### src/rtl/int_arbiter_pkg.sv
// Interrupt arbiter shared types and constants.
// Also used by the control unit's interrupt decode.
package int_arbiter_pkg;

    localparam int INTC_INTS_BIT = 3;

    typedef enum logic [1:0] {
        INTC_ST_IDLE = 2'd0,
        INTC_ST_REQ  = 2'd1,
        INTC_ST_HOLD = 2'd2
    } intc_st_e;

    localparam logic [INTC_INTS_BIT-1:0] INTS_NONE = 3'd0;
    localparam logic [INTC_INTS_BIT-1:0] INTS_SRC0 = 3'd1;
    localparam logic [INTC_INTS_BIT-1:0] INTS_SRC1 = 3'd2;
    localparam logic [INTC_INTS_BIT-1:0] INTS_SRC2 = 3'd3;

    // ints code to the irs bit the control unit sets on entry
    function automatic logic [2:0] ints_irs_mask(
        input logic [INTC_INTS_BIT-1:0] code
    );
        case (code)
            INTS_SRC0: ints_irs_mask = 3'b001;
            INTS_SRC1: ints_irs_mask = 3'b010;
            INTS_SRC2: ints_irs_mask = 3'b100;
            default:   ints_irs_mask = 3'b000;
        endcase
    endfunction

endpackage

### src/rtl/int_arbiter_if.sv
// Interrupt arbiter bundle between CP0/pipeline and the arbiter.
// master = core side, slave = arbiter.
interface int_arbiter_if #(
    parameter int N_SRC = 3
);
    import int_arbiter_pkg::*;

    logic [N_SRC-1:0]         irq_in;
    logic                     ie;
    logic [N_SRC-1:0]         irs;
    logic                     int_ack;
    logic                     int_req;
    logic [INTC_INTS_BIT-1:0] ints;
    logic [N_SRC-1:0]         pending;

    modport master (
        output irq_in, ie, irs, int_ack,
        input  int_req, ints, pending
    );

    modport slave (
        input  irq_in, ie, irs, int_ack,
        output int_req, ints, pending
    );

endinterface

### src/rtl/int_arbiter_sync.sv
// Per-source synchroniser and rising-edge detector.
// Edges are suppressed until the chain holds post-reset samples.
module irq_sync_edge #(
    parameter int SYNC_STAGES = 2
) (
    input  logic clk,
    input  logic rst_n,
    input  logic irq_in,
    output logic rise
);

    logic [SYNC_STAGES-1:0] sync_q;
    logic                   dly_q;
    logic [SYNC_STAGES:0]   vld_q;

    // Synchronise, delay one cycle, and track which flops hold real samples
    always_ff @(posedge clk) begin
        if (!rst_n) begin
            sync_q <= '0;
            dly_q  <= 1'b0;
            vld_q  <= '0;
        end else begin
            sync_q <= {sync_q[SYNC_STAGES-2:0], irq_in};
            dly_q  <= sync_q[SYNC_STAGES-1];
            vld_q  <= {vld_q[SYNC_STAGES-1:0], 1'b1};
        end
    end

    // A level held through reset must not look like a fresh edge
    assign rise = sync_q[SYNC_STAGES-1] & ~dly_q & vld_q[SYNC_STAGES];

endmodule

### src/rtl/int_arbiter.sv
// Fixed-priority interrupt arbiter for the CP0 interrupt path.
// Latches edges as pending, grants one source and holds it until accepted.
module int_arbiter
    import int_arbiter_pkg::*;
#(
    parameter int N_SRC       = 3,
    parameter int SYNC_STAGES = 2,
    parameter int HOLDOFF     = 2
) (
    input logic           clk,
    input logic           rst_n,
    int_arbiter_if.slave  bus
);

    localparam int CW = (HOLDOFF > 1) ? $clog2(HOLDOFF + 1) : 1;

    logic [N_SRC-1:0]         edges;
    logic [N_SRC-1:0]         pending_q, pending_d;
    logic [N_SRC-1:0]         elig;
    logic [N_SRC-1:0]         clr_mask;
    logic                     blk;
    logic [INTC_INTS_BIT-1:0] grant;

    intc_st_e                 state_q, state_d;
    logic                     int_q, int_d;
    logic [INTC_INTS_BIT-1:0] ints_q, ints_d;
    logic [CW-1:0]            cnt_q, cnt_d;

    for (genvar s = 0; s < N_SRC; s++) begin : g_sync
        irq_sync_edge #(
            .SYNC_STAGES (SYNC_STAGES)
        ) u_sync (
            .clk    (clk),
            .rst_n  (rst_n),
            .irq_in (bus.irq_in[s]),
            .rise   (edges[s])
        );
    end

    // Eligibility masks by ie and by equal-or-higher in-service; highest index wins
    always_comb begin
        blk   = 1'b0;
        elig  = '0;
        grant = INTS_NONE;
        for (int s = N_SRC - 1; s >= 0; s--) begin
            blk     = blk | bus.irs[s];
            elig[s] = pending_q[s] & bus.ie & ~blk;
        end
        for (int s = 0; s < N_SRC; s++) begin
            if (elig[s]) grant = INTC_INTS_BIT'(s + 1);
        end
    end

    // Next state, registered outputs and pending clear on accept
    always_comb begin
        state_d  = state_q;
        int_d    = int_q;
        ints_d   = ints_q;
        cnt_d    = cnt_q;
        clr_mask = '0;
        unique case (state_q)
            INTC_ST_IDLE: begin
                if (|elig) begin
                    int_d   = 1'b1;
                    ints_d  = grant;
                    state_d = INTC_ST_REQ;
                end
            end
            INTC_ST_REQ: begin
                if (bus.int_ack) begin
                    clr_mask = N_SRC'(1) << (ints_q - 3'd1);
                    int_d    = 1'b0;
                    ints_d   = INTS_NONE;
                    cnt_d    = CW'(HOLDOFF);
                    state_d  = INTC_ST_HOLD;
                end else if (!bus.ie) begin
                    int_d    = 1'b0;
                    ints_d   = INTS_NONE;
                    state_d  = INTC_ST_IDLE;
                end
            end
            INTC_ST_HOLD: begin
                cnt_d = cnt_q - CW'(1);
                if (cnt_q <= CW'(1)) begin
                    cnt_d   = '0;
                    state_d = INTC_ST_IDLE;
                end
            end
            default: state_d = INTC_ST_IDLE;
        endcase
        // a new edge on the accepted source in the same cycle survives
        pending_d = (pending_q & ~clr_mask) | edges;
    end

    // State and output registers
    always_ff @(posedge clk) begin
        if (!rst_n) begin
            state_q   <= INTC_ST_IDLE;
            int_q     <= 1'b0;
            ints_q    <= INTS_NONE;
            cnt_q     <= '0;
            pending_q <= '0;
        end else begin
            state_q   <= state_d;
            int_q     <= int_d;
            ints_q    <= ints_d;
            cnt_q     <= cnt_d;
            pending_q <= pending_d;
        end
    end

    assign bus.int_req = int_q;
    assign bus.ints    = ints_q;
    assign bus.pending = pending_q;

endmodule

### src/flat_wrapper.sv
// flat-port wrapper written by rule: the top's interface ports become plain ports
module int_arbiter_flat import int_arbiter_pkg::*;
#(
    parameter int N_SRC       = 3,
    parameter int SYNC_STAGES = 2,
    parameter int HOLDOFF     = 2
)
  (clk, rst_n, bus_irq_in, bus_ie, bus_irs, bus_int_ack, bus_int_req, bus_ints, bus_pending);
  int_arbiter_if #(.N_SRC(N_SRC)) bus_i ();
  input logic clk;
  input logic rst_n;
  input wire logic [$bits(bus_i.irq_in)-1:0] bus_irq_in;
  input wire logic [$bits(bus_i.ie)-1:0] bus_ie;
  input wire logic [$bits(bus_i.irs)-1:0] bus_irs;
  input wire logic [$bits(bus_i.int_ack)-1:0] bus_int_ack;
  output wire logic [$bits(bus_i.int_req)-1:0] bus_int_req;
  output wire logic [$bits(bus_i.ints)-1:0] bus_ints;
  output wire logic [$bits(bus_i.pending)-1:0] bus_pending;
  assign bus_i.irq_in = bus_irq_in;
  assign bus_i.ie = bus_ie;
  assign bus_i.irs = bus_irs;
  assign bus_i.int_ack = bus_int_ack;
  assign bus_int_req = bus_i.int_req;
  assign bus_ints = bus_i.ints;
  assign bus_pending = bus_i.pending;
  int_arbiter #(.N_SRC(N_SRC), .SYNC_STAGES(SYNC_STAGES), .HOLDOFF(HOLDOFF)) u_core (.clk(clk), .rst_n(rst_n), .bus(bus_i));
endmodule
### config.mk
export PLATFORM = sky130hd
export DESIGN_NAME = int_arbiter_flat
export DESIGN_NICKNAME = d
export VERILOG_FILES = /design/src/rtl/int_arbiter_pkg.sv /design/src/rtl/int_arbiter_if.sv /design/src/rtl/int_arbiter_sync.sv /design/src/rtl/int_arbiter.sv /design/src/flat_wrapper.sv
export SDC_FILE = /design/constraint.sdc
export NUM_CORES = 1
export LEC_CHECK = 0
export CORE_MARGIN = 3
export CORE_UTILIZATION = 45
export DETAILED_ROUTE_END_ITERATION = 6
export PLACE_DENSITY = 0.71
export SETUP_SLACK_MARGIN = 0.3
export SLEW_MARGIN = 0
export SYNTH_ARGS = -nofsm -noshare
export SYNTH_HDL_FRONTEND = slang
export SYNTH_SLANG_ARGS = --single-unit
### constraint.sdc
create_clock -name clk -period 3.65 [get_ports clk]
set_input_delay 1.095 -clock clk [delete_from_list [all_inputs] [get_ports clk]]
set_output_delay 1.095 -clock clk [all_outputs]
set_load 0.02 [all_outputs]
=== Word-level counts from Yosys, hierarchy flattened ===
Cells that the tools add are included.

* Mux-type cells: 24
* Magnitude comparators: 1
* Bitwise operators: 23
* Shifts and indexed selects: 1
* Equality and inequality tests: 6
* Add/sub/neg operators: 2
* Reduce and logical (&&, ||, !) cells: 7

{| class="wikitable"
|+ Operator list
! operator !! count
|-
| $mux W3 || 7
|-
| $and A1 B1 Y1 || 12
|-
| $mux W2 || 6
|-
| $mux W1 || 7
|-
| $not A1 Y1 || 6
|-
| $pmux W2 S3 || 1
|-
| $pmux W3 S2 || 1
|-
| $reduce_and A3 Y1 || 2
|-
| $ne A2 B1 Y1 const B || 2
|-
| $pmux W2 S2 || 1
|-
| $reduce_bool A2 Y1 || 2
|-
| $and A3 B3 Y3 || 1
|-
| $ne A3 B3 Y1 const B || 1
|-
| $not A3 Y3 || 1
|-
| $or A3 B3 Y3 || 1
|-
| $reduce_or A3 Y1 || 1
|-
| $shl A1 B3 Y3 const A || 1
|-
| $sub A3 B1 Y3 const B || 1
|-
| $eq A2 B1 Y1 const B || 1
|-
| $eq A2 B2 Y1 const B || 1
|-
| $le A2 B1 Y1 const B || 1
|-
| $logic_not A2 Y1 || 1
|-
| $ne A2 B2 Y1 const B || 1
|-
| $or A1 B1 Y1 || 2
|-
| other kinds (3) || 3
|}

* Flip-flop bits (word level): 29
* Input bits: 10

=== Logic depth before layout (Yosys ltp) ===
* Depth in word-level cells: 9
* Gate-level depth with buffers: 5

=== Modules after synthesis ===
From an unflattened synthesis, not the netlist that was laid out.

* Cell total of the unflattened synthesis: 98
* Area, all modules: 1006.0 um2

{| class="wikitable"
|+ By module, submodules not included
! module !! cells each !! instances !! seq. area each (um2) !! area each (um2)
|-
| int_arbiter || 62 || 1 || 200.2 || 525.5
|-
| irq_sync_edge || 12 || 3 || 120.1 || 160.2
|}

=== Least setup slack after synthesis ===
Ideal clock, no wire load.

* Path kind: input-to-reg
* From: input bus_irs[2]
* To: register u_core.int_q, in the netlist u_core.bus.int_req
* Data required time: 3.593 ns
* Path slack: 1.667 ns
* Cell stages on the path: 4
* Buffers on the path: 0
* Arrival: 1.926 ns
* Path through: nand2b_1 > or3_4 > o21bai_1 > a21bo_1

* Longest elaborated chain between the ends: 7
* Elaborated cells on any way between the ends: 11
* Those cells by class: eq/ne: 1; bitwise: 8; reduce/logical: 2

{| class="wikitable"
|+ RTL lines
! item !! line !! RTL
|-
| start, declared || flat_wrapper.sv:14 || <nowiki>input wire logic [$bits(bus_i.irs)-1:0] bus_irs;</nowiki>
|-
| $or A1 B1 Y1 (2 in a row) || int_arbiter.sv:46 || <nowiki>blk = blk | bus.irs[s];</nowiki>
|-
| $not A1 Y1 || int_arbiter.sv:47 || <nowiki>elig[s] = pending_q[s] & bus.ie & ~blk;</nowiki>
|-
| $and A1 B1 Y1 || int_arbiter.sv:47 ||
|-
| $reduce_or A3 Y1 * || int_arbiter.sv:63 || <nowiki>if (|elig) begin</nowiki>
|-
| $ne A2 B1 Y1 (no source line) * || n/a ||
|-
| $reduce_and A3 Y1 (no source line) * || n/a ||
|-
| end signal, assigned || int_arbiter.sv:105 || <nowiki>int_q <= int_d;</nowiki>
|-
| end, declared || int_arbiter.sv:25 || <nowiki>logic int_q, int_d;</nowiki>
|}

Every way passes the cells marked *; elsewhere a longest branch is shown, timed or not.
A chain may end at the register's enable or synchronous reset.

=== Worst setup path in the final report ===
* From: register u_core.pending_q[2], in the netlist u_core.bus.pending[2]
* To: output bus_pending[2]

{| class="wikitable"
|+ RTL lines
! item !! line !! RTL
|-
| start, declared || int_arbiter.sv:18 || <nowiki>logic [N_SRC-1:0] pending_q, pending_d;</nowiki>
|-
| start signal, assigned || int_arbiter.sv:108 || <nowiki>pending_q <= pending_d;</nowiki>
|-
| end, declared || flat_wrapper.sv:18 || <nowiki>output wire logic [$bits(bus_i.pending)-1:0] bus_pending;</nowiki>
|}

No word-level cell between the ends.

==> results.rst <==
.. list-table::
   :header-rows: 1

   * - Metric
     - Value
   * - Count of clock tree sinks
     - 22
   * - Std-Cell Rows
     - 15
   * - Total global routing track utilization
     - 12.31%
   * - Final Skew
     - 0.004167 ns
   * - Total of endpoints with negative setup slack in the final report
     - 0
   * - Via count of the routed design
     - 609
   * - CTS tree
     - done
   * - Leading cell types by total area after synthesis
     - dfxtp_1 (52%), and2_1 (9.6%), o2bb2ai_1 (3.1%)
   * - Peak VDD IR
     - 0.0002529 V
   * - Leading post-synthesis cells by instance count
     - dfxtp_1 (22), and2_1 (13), o21ai_0 (4)
   * - Total gr overflow
     - 0
   * - Die height
     - 49.29 µm
   * - Proportion of layout cells with a drive suffix above 1
     - 10.00%
   * - Post-synth net total
     - 94
   * - Worst Setup SP
     - u_core.bus.pending[2]
   * - Synth-to-Final Area Change
     - 26.26%
   * - Startpoint type of the worst setup path
     - register
   * - Buffer type at the clock tree root
     - clkbuf_4
   * - Final count of hold timing violations
     - 0
   * - Post-Place Cell Area
     - 1012 µm²
   * - Share of synthesized area occupied by flip-flops and latches
     - 52.23%
   * - Delay-heaviest family, CP
     - buffers and inverters
   * - Post-CTS Setup Bufs
     - 0
   * - Boundary pin count
     - 17
   * - Iteration-0 DRC Markers
     - 4
   * - DRC
     - 0
   * - Cell area after synthesis
     - 843.3 µm²
   * - Setup_tns
     - 0 ns
   * - Overall die width
     - 49.29 µm
   * - Post-detailed-route via-to-cell ratio
     - 4.872
   * - FF+latch count, synth
     - 22
   * - Number of nets still failing antenna checks after routing
     - 0
   * - Number of global-route vias before repair
     - 588
   * - Clk slew on worst S/H paths
     - 0.12 ns
   * - NumNets Final
     - 111
   * - Post-synth top area share
     - 52.23%
   * - Number of hold buffers added after cts
     - 0
   * - Max Clk Rate
     - 0.4049 GHz
   * - Last weighted congestion value of the routability-driven placer
     - 0.7475
   * - Count of cells resized by post-cts repair
     - 0
   * - Setup Crit Path Kind
     - register to output port
   * - Summed area of non-filler cells in the final layout
     - 1065 µm²
   * - Critical path buffer and inverter count
     - 1
   * - Detail Placement HPWL
     - 1.006 mm
   * - Worst Path Max Fanout
     - 6
   * - Distinct cell type count after synthesis
     - 30
   * - Post-route fraction of the period consumed by the critical path
     - 67.66%
   * - Largest stage delay on the critical path
     - 0.64 ns
   * - Dominant cell by count in the synthesized netlist
     - dfxtp_1
   * - Run status
     - completed
   * - Register-to-register setup slack
     - 2.39 ns
   * - Total die area
     - 2430 µm²
   * - Endpoint of the worst register-to-register path
     - u_core.bus.int_req
   * - Origin of the critical flop-to-flop path
     - u_core.state_q[1]
   * - Buffer levels on the longest clock path
     - 2
   * - Average size of a mapped cell
     - 10.04 µm²
   * - Max-slew violations
     - 0
   * - Pin count of the biggest net entering global routing
     - 21
   * - Pwr/cell area
     - 430.2 nW/µm²
   * - Hold Startpoint
     - u_core.g_sync[0].u_sync.sync_q[0]
   * - Core footprint
     - 1745 µm²
   * - Hold Path Class
     - register to register
   * - Starting density of the core
     - 48.32%
   * - Leading register cell type out of synthesis
     - dfxtp_1
   * - First-pass GRT wire length
     - 2.346 mm
   * - Share of flip-flops with an asynchronous set or reset
     - 0%
   * - Total inserted antenna cells
     - 0
   * - Max-cap check violation count
     - 0
   * - Category of the worst setup path capture point
     - output port
   * - Setup repair after global routing missed its margin
     - no
   * - Count of flip-flops with a built-in enable after synthesis
     - 0
   * - Number of H-tree levels
     - 1
   * - Static leakage
     - 0.0004053 µW
   * - Required time of the worst setup path
     - 2.55 ns
   * - First-pass DRT Iterations
     - 4
   * - Inserted Clock Buffers
     - 3
   * - Initial antenna violation count
     - 0
   * - Warnings, synthesis
     - 0
   * - Hold worst-path end
     - u_core.g_sync[0].u_sync.sync_q[1]
   * - Crit path time final
     - 2.470 ns
   * - Logic depth of the worst register-to-register path
     - 4
   * - CP Cell Sequence
     - clkdlybuf4s50_1
   * - Worst hold stages
     - 1
   * - Total design power
     - 458.1 µW
   * - Post-Synthesis Cells
     - 84
   * - Final wirelength
     - 1.353 mm
   * - Biggest area consumer among synthesized cells
     - dfxtp_1
   * - Number of buffers inserted by port buffering
     - 15
   * - Wirelength per Cell
     - 10.82 µm
   * - Critical path data arrival time
     - 1.37 ns
   * - Highest-delay cell along the critical path
     - clkdlybuf4s50_1
   * - Insertion delay of the later-clocked pin in the worst-skew pair
     - 0.30 ns
==> state kept, by name, summed over array words and instances (netlist names) <==
name / count
u_core.bus.int_req: 1
u_core.bus.ints: 2
u_core.bus.pending: 3
u_core.cnt_q: 2
u_core.g_sync.u_sync.dly_q: 3
u_core.g_sync.u_sync.sync_q: 6
u_core.g_sync.u_sync.vld_q: 3
u_core.state_q: 2
==> report_power, final <==
part	internal [µW]	switching, µW	leakage (µW)
Combinational	16.2	10.3	0.000198
Sequential	246	2.34	0.000180
Clock	111	71.9	0.0000279
==> layer usage <==
layer	track usage, %	vias to the layer above	part of all wire (%)
li1	-	317	-
met1	14.29	272	47
met2	19.87	15	46
met3	3.670	5	4.7
met4	7.109	0	2.2
met5	0	-	0
==> metrics by stage <==
stage                     hold WS (ns)  utilization (%)  std cells  worst slack [ns]
after global routing            0.4708            61.00        125             1.133
after floorplan                 0.4119                -         84             1.667
after CTS                       0.4481            61.00        125             1.170
after detailed placement        0.4169            57.99        121             1.203
final                           0.4477            61.00        125             1.180
after global placement          0.4146            57.99        121             1.224
==> cell usage in the layout (no fill, tap or decap), types with 2 or more instances in the layout <==
cell,n
clkdlybuf4s50_1,15
nand3b_1,3
o21ai_0,4
o21a_1,2
o2bb2ai_1,3
clkbuf_4,3
nand2b_1,3
and3b_2,2
inv_1,3
a21oi_1,3
nand2_1,3
a21boi_0,2
and2_1,13
nor2_1,3
dfxtp_1,22
==> cell type report <==
cell class                 count  area, µm²
clock inverter                 1      30.03
tap                           25      31.28
fill                         160      680.7
sequential                    22      440.4
multi-input combinational     55      371.6
inverter                       3      11.26
timing repair buffer          16      157.7
clock buffer                   3      22.52
==> how the worst max path moves through the flow <==
stage / slack (ns) / cells past startpoint / end
6_report: 1.18 / 1 / bus_pending[2]
3_5_place_dp: 1.20 / 5 / u_core.bus.int_req
3_3_place_gp: 1.22 / 5 / u_core.bus.int_req
2_1_floorplan: 1.67 / 4 / u_core.bus.int_req
4_1_cts: 1.17 / 1 / bus_pending[2]
5_1_grt: 1.13 / 1 / bus_ints[0]
==> cell families after synthesis <==
logic type	after synthesis	synth area share, %
multiplexers	1	1.187
AND/OR/NAND/NOR	33	26.11
other	1	0.4447
buffers and inverters	7	3.709
AO/OA/AOI/OAI	20	16.32
flip-flops	22	52.23
(Power assumes the default switching activity.)
